--- src/rtl/axi4_lite_rd_router.sv ---
// AXI4-Lite read-channel router: one master, SLAVE_NUM slaves, base/mask decode, local DECERR on miss.
// Optional saturating DECERR counter when AXIL_RD_DECERR_CNT_EN is defined.
package axi4_lite_addr_map_package;
  localparam int SLAVE_NUM  = 2;
  localparam int ADDR_WIDTH = 32;
  localparam int DATA_WIDTH = 32;
  // Slave 0: 0x0000_0000-0x0000_00FF, slave 1: 0x0000_0100-0x0000_01FF
  localparam logic [SLAVE_NUM-1:0][ADDR_WIDTH-1:0] SLAVE_BASE_ADDR = {32'h0000_0100, 32'h0000_0000};
  localparam logic [SLAVE_NUM-1:0][ADDR_WIDTH-1:0] SLAVE_ADDR_MASK = {32'hFFFF_FF00, 32'hFFFF_FF00};
endpackage

module axi4_lite_rd_router #(
  parameter int SLAVE_NUM  = axi4_lite_addr_map_package::SLAVE_NUM,
  parameter int ADDR_WIDTH = axi4_lite_addr_map_package::ADDR_WIDTH,
  parameter int DATA_WIDTH = axi4_lite_addr_map_package::DATA_WIDTH
) (
  input  logic                            clk,
  input  logic                            rst_n,
  input  logic                            s_arvalid,
  output logic                            s_arready,
  input  logic [ADDR_WIDTH-1:0]           s_araddr,
  input  logic [2:0]                      s_arprot,
  output logic                            s_rvalid,
  input  logic                            s_rready,
  output logic [DATA_WIDTH-1:0]           s_rdata,
  output logic [1:0]                      s_rresp,
  output logic [SLAVE_NUM-1:0]            m_arvalid,
  input  logic [SLAVE_NUM-1:0]            m_arready,
  output logic [ADDR_WIDTH-1:0]           m_araddr,
  output logic [2:0]                      m_arprot,
  input  logic [SLAVE_NUM-1:0]            m_rvalid,
  output logic [SLAVE_NUM-1:0]            m_rready,
  input  logic [SLAVE_NUM*DATA_WIDTH-1:0] m_rdata,
`ifdef AXIL_RD_DECERR_CNT_EN
  input  logic [SLAVE_NUM*2-1:0]          m_rresp,
  input  logic                            decerr_cnt_clr,
  output logic [15:0]                     decerr_cnt
`else
  input  logic [SLAVE_NUM*2-1:0]          m_rresp
`endif
);

  typedef enum logic [1:0] {IDLE, ADDR, DATA, DECERR} state_e;

  state_e                  state_q, state_d;
  logic [ADDR_WIDTH-1:0]   addr_q, addr_d;
  logic [2:0]              prot_q, prot_d;
  logic [SLAVE_NUM-1:0]    sel_q, sel_d;
  logic [SLAVE_NUM-1:0]    hit, dec_sel;
  logic                    sel_rvalid;

  for (genvar i = 0; i < SLAVE_NUM; i++) begin : g_dec
    localparam logic [ADDR_WIDTH-1:0] BASE = ADDR_WIDTH'(axi4_lite_addr_map_package::SLAVE_BASE_ADDR[i]);
    localparam logic [ADDR_WIDTH-1:0] MASK = ADDR_WIDTH'(axi4_lite_addr_map_package::SLAVE_ADDR_MASK[i]);
    assign hit[i] = (s_araddr & MASK) == (BASE & MASK);
  end

  // Scan downward so the lowest matching index is the last one written.
  always_comb begin
    dec_sel = '0;
    for (int i = SLAVE_NUM - 1; i >= 0; i--) begin
      if (hit[i]) begin
        dec_sel    = '0;
        dec_sel[i] = 1'b1;
      end
    end
  end

  assign sel_rvalid = |(m_rvalid & sel_q);

  always_ff @(posedge clk) begin
    if (!rst_n) begin
      state_q <= IDLE;
      addr_q  <= '0;
      prot_q  <= '0;
      sel_q   <= '0;
    end else begin
      state_q <= state_d;
      addr_q  <= addr_d;
      prot_q  <= prot_d;
      sel_q   <= sel_d;
    end
  end

  always_comb begin
    state_d = state_q;
    addr_d  = addr_q;
    prot_d  = prot_q;
    sel_d   = sel_q;
    case (state_q)
      IDLE: if (s_arvalid) begin
        addr_d  = s_araddr;
        prot_d  = s_arprot;
        sel_d   = dec_sel;
        state_d = (|dec_sel) ? ADDR : DECERR;
      end
      ADDR:    if (|(m_arready & sel_q)) state_d = DATA;
      DATA:    if (sel_rvalid && s_rready) state_d = IDLE;
      DECERR:  if (s_rready) state_d = IDLE;
      default: state_d = IDLE;
    endcase
  end

  assign m_araddr = addr_q;
  assign m_arprot = prot_q;

  always_comb begin
    s_arready = 1'b0;
    s_rvalid  = 1'b0;
    s_rdata   = '0;
    s_rresp   = 2'b00;
    m_arvalid = '0;
    m_rready  = '0;
    case (state_q)
      IDLE: s_arready = 1'b1;
      ADDR: m_arvalid = sel_q;
      DATA: begin
        s_rvalid = sel_rvalid;
        m_rready = sel_q & {SLAVE_NUM{s_rready}};
        for (int i = 0; i < SLAVE_NUM; i++) begin
          if (sel_q[i]) begin
            s_rdata = m_rdata[i*DATA_WIDTH +: DATA_WIDTH];
            s_rresp = m_rresp[i*2 +: 2];
          end
        end
      end
      DECERR: begin
        s_rvalid = 1'b1;
        s_rresp  = 2'b11;
      end
      default: ;
    endcase
  end

`ifdef AXIL_RD_DECERR_CNT_EN
  logic [15:0] decerr_cnt_q, decerr_cnt_d;

  always_comb begin
    decerr_cnt_d = decerr_cnt_q;
    if (decerr_cnt_clr)
      decerr_cnt_d = '0;
    else if (state_q == DECERR && s_rready && decerr_cnt_q != 16'hFFFF)
      decerr_cnt_d = decerr_cnt_q + 16'd1;
  end

  always_ff @(posedge clk) begin
    if (!rst_n) decerr_cnt_q <= '0;
    else        decerr_cnt_q <= decerr_cnt_d;
  end

  assign decerr_cnt = decerr_cnt_q;
`endif

endmodule

--- config.mk ---
export PLATFORM = sky130hd
export DESIGN_NAME = axi4_lite_rd_router
export DESIGN_NICKNAME = d
export VERILOG_FILES = /design/src/rtl/axi4_lite_rd_router.sv
export SDC_FILE = /design/constraint.sdc
export NUM_CORES = 1
export LEC_CHECK = 0
export CAP_MARGIN = 10
export CORE_UTILIZATION = 34
export CTS_BUF_LIST = sky130_fd_sc_hd__clkbuf_4
export DETAILED_ROUTE_END_ITERATION = 10
export GPL_ROUTABILITY_DRIVEN = 0
export GPL_TIMING_DRIVEN = 1
export HOLD_SLACK_MARGIN = 0.03
export PLACE_DENSITY_LB_ADDON = 0.15
export RECOVER_POWER = 50
export SLEW_MARGIN = 10
export SYNTH_ARGS = -nofsm -noshare
export SYNTH_HDL_FRONTEND = slang
export SYNTH_SLANG_ARGS = --single-unit
export TNS_END_PERCENT = 20
--- constraint.sdc ---
create_clock -name clk -period 2.6 [get_ports clk]
set_input_delay 0.39 -clock clk [delete_from_list [all_inputs] [get_ports clk]]
set_output_delay 0.39 -clock clk [all_outputs]
set_load 0.01 [all_outputs]
## Word level (Yosys, flattened, before mapping)

Cells that the tools add are included.
Widths: inputs -> output; s select.

| word-level totals | value |
|---|---|
| flip-flop bits (word level) | 39 |
| bits in latches | 0 |
| RAM bits | 0 |
| bits in read-only memories | 0 |
| input port bits | 111 |
| output and inout port bits | 75 |
| word-level logic and storage cells | 41 |
| memories | 0 |

| cells by class | value |
|---|---|
| add/sub/neg operators | 0 |
| multiply operators | 0 |
| divide/modulo/power cells | 0 |
| order comparisons | 0 |
| equality and inequality tests | 8 |
| shift operators | 0 |
| muxes and demuxes | 18 |
| bitwise operators | 3 |
| reductions and logical operators | 8 |

Operators by type and width:

| operator | number |
|---|---|
| $mux 32 | 3 |
| $logic_not 32->1 | 1 |
| $eq 24x1->1 const B | 1 |
| $mux 2 | 11 |
| $ne 2x2->1 const B | 4 |
| $pmux 2 s4 | 1 |
| $and 2x2->2 | 3 |
| $reduce_or 2->1 | 3 |
| $eq 2x2->1 const B | 2 |
| $pmux 2 s2 | 1 |
| $reduce_and 4->1 | 1 |
| $eq 2x1->1 const B | 1 |
| $logic_not 2->1 | 1 |
| $pmux 1 s2 | 1 |
| $reduce_and 2->1 | 1 |
| $logic_and 1x1->1 | 1 |
| $mux 1 | 1 |

## Longest topological paths before layout

| logic depth | value |
|---|---|
| word-level depth | 7 |
| depth in mapped cells | 6 |
| gate-level depth less buffers | 3 |

## Least setup slack after synthesis

No wires, ideal clock.

| timing | value |
|---|---|
| path kind | register -> output |
| from | register state_q[1] |
| to | output port s_rdata[10] |
| arrival time | 1245 ps |
| required time | 2210 ps |
| setup slack | 965 ps |
| cell stages (with the launch flop) | 6 |
| buffers on the path | 2 |
| path through | dfxtp_1 -> buf_6 -> inv_1 -> nor4b_4 -> buf_4 -> a22o_1 |

| on the way | value |
|---|---|
| cells in the longest elaborated chain, start to end | 2 |

RTL lines:

| element | RTL line | text |
|---|---|---|
| start: declaration | 45 | `state_e state_q, state_d;` |
| start signal: assignment | 78 | `state_q <= state_d;` |
| $eq 2x2->1 | 114 | `case (state_q)` |
| $mux 32 | 114 |  |
| end: declaration | 25 | `output logic [DATA_WIDTH-1:0] s_rdata,` |

Every way passes these cells.

## Final worst setup path

| timing | value |
|---|---|
| from | register state_q[1] |
| to | output port s_rdata[23] |

Same word-level chain as after synthesis.

==> run summary <==
==================================================================================================
Post-synth EDFFs                                                                                 0
DPL Wire Length                                                                            6093 um
Largest stage delay on the critical path                                                   0.58 ns
Setup clock skew after layout                                                          0.003879 ns
Overall die width                                                                         78.71 um
Met3 wire length                                                                            804 um
Number of global-route vias before repair                                                     2290
Arrival time of the worst setup path                                                       2.12 ns
Aggregate global-route resource usage                                                       24.90%
Initial core utilization                                                                    35.89%
Initial DRC Count                                                                               88
Clock tree buffer depth                                                                          2
Number of iterations in the first detailed-routing pass                                          4
Top achievable clock speed                                                               398.8 MHz
Number of nets in the synthesized netlist                                                      351
Netlist area before placement                                                           2001 sq um
Critical register-to-register path endpoint                                            m_arprot[2]
Count of endpoints failing setup in the final report                                             0
Number of nets still failing antenna checks after routing                                        0
Fin Hold WS                                                                              0.4569 ns
Ys Warns                                                                                         0
Final worst path period need                                                              2.508 ns
Outcome                                                                                  completed
Hold Path Origin                                                                      m_araddr[17]
Post-route fraction of the period consumed by the critical path                             96.45%
Area inside the core boundary                                                           5574 sq um
Async set-reset flop share out of synthesis                                                     0%
IR drop worst, VDD                                                                     0.0003927 V
Clock transition time at the flip-flop clock pins of the worst setup and hold paths        0.11 ns
Wire length of the first global-routing pass                                              11790 um
Worst r2r src                                                                           state_q[0]
Uppermost signal routing layer after detailed routing                                         met4
Number of distinct library cells after synthesis                                                31
Category of the critical setup timing path                                                 reg2out
Final count of hold timing violations                                                            0
Amount of wire on met2 after detailed routing                                              3772 um
Crit end category                                                                       output pin
DIE HEIGHT                                                                                78.71 um
Number of antenna violations at the first check in global routing                                0
Part of the Yosys area used for sequential elements                                         39.02%
H-tree level count                                                                               2
Gate count of the mapped netlist                                                               240
Cell chosen for the clock root                                                            clkbuf_4
Cell type with the largest total area after synthesis                                      dfxtp_1
Final Max Tran Viols                                                                             0
Worst path cell trace                                                                 inv_1 > nor4b_4 > buf_8 > a22o_1 > clkdlybuf4s50_1
Syn-to-layout area delta                                                                    97.06%
Number of antenna repair diodes                                                                  0
Worst hold path stage count                                                                      2
Total power per unit cell area                                                        365.1 nW/um^2
I/O pin cnt                                                                                    186
Final-layout setup total negative slack                                                       0 ns
Unrepaired setup endpoints after global routing                                                 no
Average wire per standard cell                                                            15.80 um
Final core utilization                                                                      70.73%
Port-buffer cells                                                                              185
Clock tree from TritonCTS                                                                    built
Hold EP                                                                               m_araddr[17]
Crit path launch type                                                                    flip-flop
Clock insertion delay at the later pin of the skew report                                  0.34 ns
Number of max-capacitance violations reported                                                    0
Overflow after GRT                                                                               0
Number of buffers inserted during clock tree synthesis                                           5
Total of flip-flops plus latches after synthesis                                                39
Number of design rule violations left after detail routing                                       0
Data required time of the worst path                                                       2.21 ns
Critical path peak fanout                                                                       32
Number of standard-cell rows in the floorplan                                                   27
Classification of the worst-slack hold path                                                reg2reg
Pin count of the biggest net entering global routing                                            39
Worst R2R Path Depth                                                                             4
Routed via count divided by cell count                                                       4.982
Post-CTS Hold Buffers                                                                            0
Static leakage power                                                                   0.001520 uW
Worst slew pin tran                                                                       1.257 ns
Area fraction of the dominant cell type after synthesis                                     39.02%
Final layout net count                                                                         529
Leading cell types by total area after synthesis                                      dfxtp_1, a22o_1, nand2_1, a21boi_0, buf_2
Most instantiated flip-flop cell in the synthesis netlist                                  dfxtp_1
Setup Fix Bufs, Post-CTS                                                                         0
Number of sinks handled by clock tree synthesis                                                 39
Detailed Route WL                                                                          7757 um
Max transition margin                                                                       16.22%
Share of cells above drive strength 1                                                       4.535%
Cell with the largest stage delay on the worst path                                   clkdlybuf4s50_1
Length of routed wiring on met1                                                            2913 um
Via count of the routed design                                                                2446
Die footprint                                                                           6195 sq um
Reg2reg setup slack                                                                        0.43 ns
Syn avg cell area                                                                      8.336 sq um
==================================================================================================
==> flip-flops by register name, summed over array words and instances (netlist names) <==
signal	count
state_q	2
m_araddr	32
sel_q	2
m_arprot	3
==> cells in the final DEF, fill, tap and decap left out, types with 2 or more instances in the layout <==
cell type and count:
a21boi_0 33, a21boi_1 2, a221oi_1 3, a22o_1 32, and3_1 4, buf_4 4
clkbuf_4 7, clkdlybuf4s50_1 150, dfxtp_1 37, dfxtp_2 2, dlygate4sd3_1 35, nand2_1 74
nand3_1 3, nor2_1 4, nor2b_1 2, nor3_1 2, nor4_1 5, o31ai_1 2
==> power breakdown <==
group	total (uW)	switching (uW)	internal, uW
logic	451	181	270
clock network	318	192	126
registers	671	25.1	645
==> area by class of cell <==
type | instances | area (sq um)
Timing Repair Buffer | 192 | 1912
Sequential cell | 39 | 783.3
Multi-Input combinational cell | 178 | 1092
Tap cell | 72 | 90.09
Clock buffer | 7 | 52.55
Clock inverter | 1 | 5.005
Inverter | 2 | 7.507
Fill cell | 466 | 1632
==> stage by stage <==
stage / instance area (sq um) / worst slack, ns / power, uW / cells
6_report: 3943 / 0.09225 / 1440 / 491
5_1_grt: 3943 / 0.007565 / 1525 / 491
4_1_cts: 3936 / 0.003134 / 1480 / 491
3_5_place_dp: 3877 / 0.3889 / 1161 / 483
3_3_place_gp: 3877 / 0.4189 / 1154 / 483
2_1_floorplan: 2001 / 0.9649 / 855.9 / 240
==> worst max-delay path: cells and delay by family (launching register included) <==
kind / cells / cell delay [ns]
flip-flops: 1 / 0.35
AND/OR/NAND/NOR: 1 / 0.30
buffers and inverters: 3 / 0.95
AO/OA/AOI/OAI: 1 / 0.16
==> cells by family (layout without fill, tap and decap cells) <==
group | after synthesis | in the layout | share of synthesized area (%)
buffers and inverters | 23 | 202 | 6.253
and+or+nand+nor | 101 | 101 | 23.45
DFF | 39 | 39 | 39.02
AOI/OAI and AO/OA | 77 | 77 | 31.27
==> cells in the mapped netlist (3+ instances only) <==
cell type / instances
nand2_1: 74
dfxtp_1: 39
a22o_1: 32
a21boi_0: 30
buf_2: 10
clkbuf_1: 6
a21boi_1: 5
nor4_1: 5
and3_1: 4
nor2_1: 4
a221oi_1: 3
buf_4: 3
nand3_1: 3
==> repair_timing <==
item / CTS / global route
setup endpoints to repair: 2 / 32
resized for setup: 1 / 4
pin swaps: 0 / 0
==> layer usage <==
metal  vias to the layer above  global-route usage [%]
met3                        18                   9.885
met4                         0                   10.93
li1                       1216                       -
met2                       108                   44.00
met5                         -                       0
met1                      1104                   25.88
==> worst max path at each step <==
stage                     slack [ns]        from           to  depth (start not counted)
after floorplan                 0.96  state_q[1]  s_rdata[10]                          5
after CTS                      0.003  state_q[1]   s_rdata[0]                          5
after global placement          0.42    sel_q[1]  s_rdata[23]                          4
final                           0.09  state_q[1]  s_rdata[23]                          5
after global routing           0.008  state_q[1]   s_rdata[3]                          5
after detailed placement        0.39    sel_q[1]   s_rdata[0]                          4
Note: power is estimated with default switching activity, not from simulation.
